[src/rtl/cfg_pkg.sv]
// cfg_pkg: shared state encoding and serial CRC-8 step for the configuration-chain loader.
package cfg_pkg;

    typedef enum logic [1:0] {IDLE, LOAD, VERIFY, CHECK} cfg_state_t;

    localparam logic [7:0] CRC8_POLY = 8'h07;
    localparam logic [7:0] CRC8_INIT = 8'hFF;

    function automatic logic [7:0] crc8_step(input logic [7:0] crc, input logic b);
        return {crc[6:0], 1'b0} ^ (((crc[7] ^ b) == 1'b1) ? CRC8_POLY : 8'h00);
    endfunction

endpackage

[src/rtl/cfg_crc8.sv]
// cfg_crc8: serial MSB-first CRC-8 register with synchronous clear and bit enable.
module cfg_crc8
    import cfg_pkg::*;
(
    input  logic       clk,
    input  logic       nrst,
    input  logic       clr_i,
    input  logic       en_i,
    input  logic       bit_i,
    output logic [7:0] crc_o
);

    logic [7:0] crc_q;

    always_ff @(posedge clk or negedge nrst) begin
        if (!nrst)
            crc_q <= CRC8_INIT;
        else if (clr_i)
            crc_q <= CRC8_INIT;
        else if (en_i)
            crc_q <= crc8_step(crc_q, bit_i);
    end

    assign crc_o = crc_q;

endmodule

[src/rtl/cfg_loader.sv]
// cfg_loader: streams host words MSB-first into the switchbox config chain, then
// recirculates the chain once and compares CRCs of sent and returned bits.
module cfg_loader
    import cfg_pkg::*;
#(
    parameter int CHAIN_LEN = 256,
    parameter int WORD_W    = 8
) (
    input  logic              clk,
    input  logic              nrst,
    input  logic              start,
    input  logic              abort,
    input  logic [WORD_W-1:0] word_in,
    input  logic              word_valid,
    output logic              word_ready,
    output logic              cfg_en,
    output logic              shift_en,
    output logic              cfg_data_out,
    input  logic              cfg_data_ret,
    output logic              busy,
    output logic              done,
    output logic              err
);

    localparam int CW  = $clog2(CHAIN_LEN + 1);
    localparam int CW1 = CW + 1;
    localparam int BW  = $clog2(WORD_W + 1);

    cfg_state_t        state_q;
    logic [WORD_W-1:0] hold_q;
    logic [BW-1:0]     bits_left_q;
    logic [CW-1:0]     cnt_q;
    logic              done_q;
    logic              err_q;

    logic              load;
    logic              verify;
    logic              shift;
    logic              more;
    logic              accept;
    logic              last;
    logic [CW1-1:0]    cnt_after;
    logic [CW1-1:0]    rem;
    logic [BW-1:0]     take;
    logic [7:0]        crc_tx;
    logic [7:0]        crc_rx;

    assign load   = state_q == LOAD;
    assign verify = state_q == VERIFY;
    assign shift  = load && bits_left_q != '0;
    // cnt_q counts sent bits in LOAD and returned bits in VERIFY
    assign last   = cnt_q == CW'(CHAIN_LEN - 1);
    assign more   = ({1'b0, cnt_q} + CW1'(bits_left_q)) < CW1'(CHAIN_LEN);
    assign accept = word_ready && word_valid;

    // A word arriving on the last shift of its predecessor is sized after that shift
    assign cnt_after = {1'b0, cnt_q} + CW1'(shift);
    assign rem       = CW1'(CHAIN_LEN) - cnt_after;
    assign take      = (rem >= CW1'(WORD_W)) ? BW'(WORD_W) : BW'(rem);

    assign word_ready   = load && more && bits_left_q <= BW'(1);
    assign shift_en     = shift || verify;
    assign cfg_data_out = load ? hold_q[WORD_W-1] : (verify && cfg_data_ret);
    assign cfg_en       = state_q != IDLE;
    assign busy         = state_q != IDLE;
    assign done         = done_q;
    assign err          = err_q;

    cfg_crc8 u_crc_tx (
        .clk   (clk),
        .nrst  (nrst),
        .clr_i (state_q == IDLE && start),
        .en_i  (shift),
        .bit_i (hold_q[WORD_W-1]),
        .crc_o (crc_tx)
    );

    cfg_crc8 u_crc_rx (
        .clk   (clk),
        .nrst  (nrst),
        .clr_i (state_q == IDLE && start),
        .en_i  (verify),
        .bit_i (cfg_data_ret),
        .crc_o (crc_rx)
    );

    always_ff @(posedge clk or negedge nrst) begin
        if (!nrst) begin
            state_q     <= IDLE;
            hold_q      <= '0;
            bits_left_q <= '0;
            cnt_q       <= '0;
            done_q      <= 1'b0;
            err_q       <= 1'b0;
        end else begin
            case (state_q)
                IDLE: begin
                    if (start) begin
                        state_q     <= LOAD;
                        hold_q      <= '0;
                        bits_left_q <= '0;
                        cnt_q       <= '0;
                        done_q      <= 1'b0;
                        err_q       <= 1'b0;
                    end
                end
                LOAD: begin
                    if (abort) begin
                        state_q <= IDLE;
                        done_q  <= 1'b0;
                        err_q   <= 1'b1;
                    end else begin
                        if (accept) begin
                            hold_q      <= word_in;
                            bits_left_q <= take;
                        end else if (shift) begin
                            hold_q      <= hold_q << 1;
                            bits_left_q <= bits_left_q - BW'(1);
                        end
                        if (shift) begin
                            cnt_q <= last ? '0 : cnt_q + CW'(1);
                            if (last)
                                state_q <= VERIFY;
                        end
                    end
                end
                VERIFY: begin
                    if (abort) begin
                        state_q <= IDLE;
                        done_q  <= 1'b0;
                        err_q   <= 1'b1;
                    end else begin
                        cnt_q <= last ? '0 : cnt_q + CW'(1);
                        if (last)
                            state_q <= CHECK;
                    end
                end
                CHECK: begin
                    state_q <= IDLE;
                    done_q  <= crc_tx == crc_rx;
                    err_q   <= crc_tx != crc_rx;
                end
                default: state_q <= IDLE;
            endcase
        end
    end

endmodule

[config.mk]
export PLATFORM = sky130hd
export DESIGN_NAME = cfg_loader
export DESIGN_NICKNAME = d
export VERILOG_FILES = /design/src/rtl/cfg_pkg.sv /design/src/rtl/cfg_crc8.sv /design/src/rtl/cfg_loader.sv
export SDC_FILE = /design/constraint.sdc
export NUM_CORES = 1
export LEC_CHECK = 0
export BUFFER_PORTS_ARGS = -buffer_cell sky130_fd_sc_hd__buf_2
export CORE_UTILIZATION = 50
export CTS_BUF_LIST = sky130_fd_sc_hd__clkbuf_8
export CTS_CLUSTER_DIAMETER = 60
export DETAILED_ROUTE_END_ITERATION = 6
export PLACE_DENSITY = 0.71
export SLEW_MARGIN = 20
export SYNTH_ARGS = -nofsm -noshare
export SYNTH_HDL_FRONTEND = slang
export SYNTH_SLANG_ARGS = --single-unit
[constraint.sdc]
create_clock -name clk -period 3.6 [get_ports clk]
set_input_delay 0.36 -clock clk [delete_from_list [all_inputs] [get_ports clk]]
set_output_delay 0.36 -clock clk [all_outputs]
set_load 0.005 [all_outputs]
[Word level (Yosys, flattened, before mapping)]
Index checks and enable logic that the tools add are counted.
Cells by class
  magnitude comparators: 3
  reductions and logical operators: 19
  bitwise gates (word level): 4
  multiplexer cells: 36
  eq/ne operators: 15
  add/subtract/negate cells: 5
Operator list (number)
  2-to-1 mux 8 bit: 8
  2-to-1 mux 9 bit: 5
  case mux 9 bit (3 select lines): 1
  2-to-1 mux 4 bit: 5
  case mux 8 bit (2 select lines): 1
  bitwise XOR 8 bit: 2
  2-to-1 mux 2 bit: 6
  adder 9 x 1 -> 10 bit: 1
  adder 9 x 4 -> 10 bit: 1
  >= comparator 10 x 4 -> 1 bit, second input constant: 1
  less-than comparator 10 x 9 -> 1 bit, second input constant: 1
  subtractor 9 x 10 -> 10 bit, first input constant: 1
  adder 9 x 1 -> 9 bit, second input constant: 1
  equality test 9 x 8 -> 1 bit, second input constant: 1
  != test 3 x 2 -> 1 bit, second input constant: 3
  equality test 8 bit: 1
  != test 8 bit: 1
  case mux 2 bit (4 select lines): 1
  case mux 4 bit (2 select lines): 1
  AND reduction 4 bit: 2
  nonzero test 2 bit: 4
  logical AND 1 bit: 6
  2-to-1 mux 3 bit: 2
  != test 2 bit, second input constant: 3
  16 further kinds: 23
Storage, ports and cells
  input port bits: 14
  word-level logic and storage cells: 90
  bits in registers: 41
  output and inout bits: 7

[Logic depth before layout (Yosys ltp)]
  depth in word-level cells: 9
  mapped depth: 15
  gate-level depth less buffers: 14

[Cells and area by module]
A second synthesis with hierarchy kept.
Second synthesis, totals
  cells, all modules: 302
  area, all modules: 2890.3 µm²
By module, submodules not included
  cfg_loader: cells each 244, area an instance 2094.5 µm², instances 1
  cfg_crc8: cells each 29, area an instance 397.9 µm², instances 2

[Least setup slack after synthesis]
Ideal clock, no wire load.
  path type: flip-flop to flip-flop
  start: register state_q[1]
  end: register bits_left_q[3]
  setup time: 0.124 ns
  arrival time: 3.330 ns
  data required time: 3.476 ns
  period minus slack after synthesis: 3.453 ns
  path buffers: 2
  cell stages (with the launch flop): 16
  setup slack: 0.147 ns
  path through: dfrtp_1 -> inv_1 -> ha_1 -> clkbuf_1 -> nand2_1 -> buf_1 -> ha_1 -> ha_1 -> inv_1 -> ha_1 -> xnor2_1 -> o21ai_0 -> or4_4 -> nor4_4 -> a21oi_1 -> a211o_1
Between the ends
  longest elaborated chain between the ends: 9
Ends and longest elaborated chain
  start: declaration: RTL line cfg_loader.sv:29  | cfg_state_t state_q;
  start signal: assignment: RTL line cfg_loader.sv:89  | state_q <= IDLE;
  start signal: assignment: RTL line cfg_loader.sv:99  | state_q <= LOAD;
  start signal: assignment: RTL line cfg_loader.sv:109  | state_q <= IDLE;
  equality test 2 x 1 -> 1 bit: RTL line cfg_loader.sv:48, cfg_loader.sv:96
  logical AND 1 bit: RTL line cfg_loader.sv:50  | assign shift = load && bits_left_q != '0;
  adder 9 x 1 -> 10 bit: RTL line cfg_loader.sv:57  | assign cnt_after = {1'b0, cnt_q} + CW1'(shift);
  subtractor 9 x 10 -> 10 bit: RTL line cfg_loader.sv:58  | assign rem = CW1'(CHAIN_LEN) - cnt_after;
  >= comparator 10 x 4 -> 1 bit: RTL line cfg_loader.sv:59  | assign take = (rem >= CW1'(WORD_W)) ? BW'(WORD_W) : BW'(rem);
  2-to-1 mux 4 bit: RTL line cfg_loader.sv:59
  2-to-1 mux 4 bit: RTL line cfg_loader.sv:113  | if (accept) begin
  2-to-1 mux 4 bit: RTL line cfg_loader.sv:108  | if (abort) begin
  case mux 4 bit (2 select lines): RTL line cfg_loader.sv:96  | case (state_q)
  end signal: assignment: RTL line cfg_loader.sv:115  | bits_left_q <= take;
  end signal: assignment: RTL line cfg_loader.sv:118  | bits_left_q <= bits_left_q - BW'(1);
  end: declaration: RTL line cfg_loader.sv:31  | logic [BW-1:0] bits_left_q;
Parallel ways exist; a longest one is shown, timed or not. The select of a mux whose other input is x is not followed.
A chain may end at the register's enable or synchronous reset.

[Worst setup path in the final report]
  start: register bits_left_q[0]
  end: register bits_left_q[0]
Between the ends
  longest elaborated chain between the ends: 9
Ends and longest elaborated chain (RTL line)
  nonzero test 4 bit: cfg_loader.sv:50
  logical AND 1 bit: cfg_loader.sv:50
  adder 9 x 1 -> 10 bit: cfg_loader.sv:57
  subtractor 9 x 10 -> 10 bit: cfg_loader.sv:58
  >= comparator 10 x 4 -> 1 bit: cfg_loader.sv:59
  2-to-1 mux 4 bit: cfg_loader.sv:59
  2-to-1 mux 4 bit: cfg_loader.sv:113
  2-to-1 mux 4 bit: cfg_loader.sv:108
  case mux 4 bit (2 select lines): cfg_loader.sv:96
Parallel ways exist; a longest one is shown, timed or not. The select of a mux whose other input is x is not followed.

==> flow_summary.toml <==
[layout]
final_nets = 362
instances_no_fill = 393
area_delta_synth_final_pct = 8.81
nFillCells = 514
antenna_cells = 0
drive_above_1_share_pct = 16.8

[sta]
relSlewSlack_pct = 39.8
fmax_mhz = 322
fin_worst_skew_ns = 0.00919
rsz0062_at_grt = "false"
finalCritPeriodShare_pct = 86.2
drv_slew = 0
tightest_slew_ns = 0.903
finalHoldViolCount = 0
min_period_ns = 3.10
fin_setup_tns_ns = 0
setup_viol = 0

[synth]
synth_adder_area_share_pct = 12.4
syn-num-nets = 344
muxShareOfSynthArea_pct = 4.29
synth.distinct_cells = 52
synth_area_um2 = 2830
synth_top_family_by_area = "simple AND/OR/NAND/NOR gates"
synthCells = 302
ys_seq_elements = 41
synth.most_common_cell = "nand2_1"
synth_top_flop_cell = "dfrtp_1"
synth_top_area_share_pct = 22.1
syn_avg_cell_area_um2 = 9.36
synth-seq-area-share_pct = 37.0
synth_edf_count = 0
yosys.area_share.simple_pct = 19.7
synth-xor-area-share_pct = 7.44
synth_commonest_cells = "nand2_1, ha_1, dfrtp_1"
synth-warning-count = 0
synth_area_leaders = "dfrtp_1, dfstp_2, ha_1"
synth_top_area_cell = "dfrtp_1"
synth-async-reset-ratio_pct = 100
synth_compound_area_share_pct = 14.6

[drt]
initialDrtViolationCount = 144
dr.pass1.iters = 4
via_count = 2189
vias_per_cell = 5.57
wirelength_um = 5760
wl_per_cell_um = 14.6
drcViolationCount = 0
antenna_left = 0

[worst_setup_path]
reg2reg_to = "bits_left_q[0]"
crit_type = "reg2reg"
start_kind = "flip-flop"
cp-end-kind = "flip-flop"
cp.required_ns = 3.80
reg2reg_setup_slack_ns = 0.50
critPathSlowestCell = "or4_4"
crit_path_cell_trace = "inv_1 > ha_1 > nand2_1 > nand2_1 > ha_1 > ha_1 > inv_1 > ha_1 > xnor2_1 > o21ai_0 > or4_4 > nor4_4 > nand4_1 > o221ai_1"
r2r-start = "bits_left_q[0]"
max_stage_delay_ns = 0.54
reg2reg_depth = 14
worstPathArrival_ns = 3.30
cpMostUsedCell = "ha_1"
path_max_fanout = 4

[global_routing]
track_usage_pct = 21.4
antenna_found_initial = 0
gr-total-overflow = 0
grt_start_max_net_pins = 42
grt_pass1_vias = 2206
grt_pass1_wl_um = 10200

[floorplanning]
die_w_um = 77.2
rows = 27
top_level_ports = 21
dieArea_um2 = 5960
die_height_um = 77.2
core_area_um2 = 5470
start_util_pct = 51.6

[cts]
clock_path_buffers = 2
ctsRootBufferMaster = "clkbuf_8"
clk_latency_ns = 0.29
post-cts-setup-buffers = 0
hold_buffers = 0
htree_levels = 2
clkSinkCount = 41
path_clk_slew_ns = 0.08
cts_resized = 0
cts_tree = "yes"
cts_buffers = 5

[power_and_ir_drop]
combPwrFrac_pct = 51.6
power.static_leakage_nw = 1.55
power_frac_seq_pct = 34.9
p_int_w = 0.00127
p_sw_w = 0.000940
clkPwrFrac_pct = 13.4
p_sw_share_pct = 42.5
ir_drop_mv = 0.451
powerDensity_nw_per_um2 = 719

[place]
placed_cells = 385
place_hpwl_um = 4290
io_buffers = 20
gp_congestion = 0.867

[run_status]
status = "finished, final reports clean"

[min_path]
min_path_type = "in2async"

[job]
cap_violations = 0
flip-flops by register name, indices dropped and copies added (netlist names):
name,count
done,1
u_crc_rx.crc_o,8
state_q,2
bits_left_q,4
hold_q,8
err,1
cnt_q,9
u_crc_tx.crc_o,8
layout make-up:
class | instances | area (µm²) | area share, %
sequential | 41 | 1050 | 34.0
multi-input combinational | 228 | 1650 | 53.7
timing repair buffer | 23 | 123 | 3.99
clock inverter | 3 | 18.8 | 0.610
clock buffer | 5 | 68.8 | 2.24
tap | 72 | 90.1 | 2.93
inverter | 21 | 78.8 | 2.56
power by group through the flow:
stage	Clock (W)	Sequential (W)	Combinational [W]
floorplan	0	0.000744	0.000886
global placement	0	0.000771	0.00111
detailed placement	0	0.000778	0.00114
CTS	0.000312	0.000772	0.00114
global route	0.000323	0.000792	0.00129
finish	0.000297	0.000772	0.00114
how the worst max path moves through the flow:
stage                              start              to  slack (ns)  depth (start not counted)
final                     bits_left_q[0]  bits_left_q[0]        0.50                         14
after global routing      bits_left_q[0]  bits_left_q[1]        0.26                         14
after CTS                 bits_left_q[0]  bits_left_q[0]        0.48                         14
after detailed placement  bits_left_q[0]  bits_left_q[0]        0.51                         14
after global placement    bits_left_q[0]  bits_left_q[3]        0.62                         14
after floorplan               state_q[1]  bits_left_q[3]        0.15                         15
worst max-delay path: cells and delay by family (launching register included):
kind / cells / cell delay, ns
simple gates: 5 / 1.16
compound gates: 2 / 0.37
xor+xnor: 1 / 0.12
flops: 1 / 0.41
fa+ha+maj: 4 / 0.79
buf+inv: 2 / 0.17
placed cells by master, fill, tap and decap left out, drive strengths merged, types with 3 or more instances in the layout:
master,synthesis,routed
a211o,9,9
a21oi,13,13
and3,18,18
buf,4,23
clkbuf,8,5
dfrtp,25,25
dfstp,16,16
ha,28,28
inv,21,22
mux2i,11,11
nand2,33,33
nand3,6,6
nand4,3,3
nor2,21,21
nor4,5,5
o211ai,7,7
o21ai,13,13
o31ai,3,3
xnor2,13,13
xor2,11,11
per-stage QoR:
step           setup WS, ns  hold WS, ns  power [W]  cell area [µm²]  utilization (%)
2_1_floorplan         0.147       0.0644    0.00163             2830                -
3_3_place_gp          0.620        0.463    0.00189             2990             54.6
3_5_place_dp          0.511        0.466    0.00192             2990             54.6
4_1_cts               0.481        0.224    0.00223             3080             56.2
5_1_grt               0.259        0.273    0.00241             3080             56.2
6_report              0.497        0.189    0.00221             3080             56.2
cell families after synthesis:
kind of cell	after synthesis
AO/OA/AOI/OAI	60
adder cells (fa/ha/maj)	28
XOR/XNOR	24
multiplexers	12
buffers and inverters	33
flip-flops	41
AND/OR/NAND/NOR	104
metal layers:
metal	global-route usage [%]	wire length, µm	up-vias
met5	0	0	-
met4	5.66	67	0
li1	-	-	1092
met1	29.6	2810	1042
met2	34.2	2640	48
met3	3.81	236	7
No activity file was read; power rests on OpenSTA's default activity.
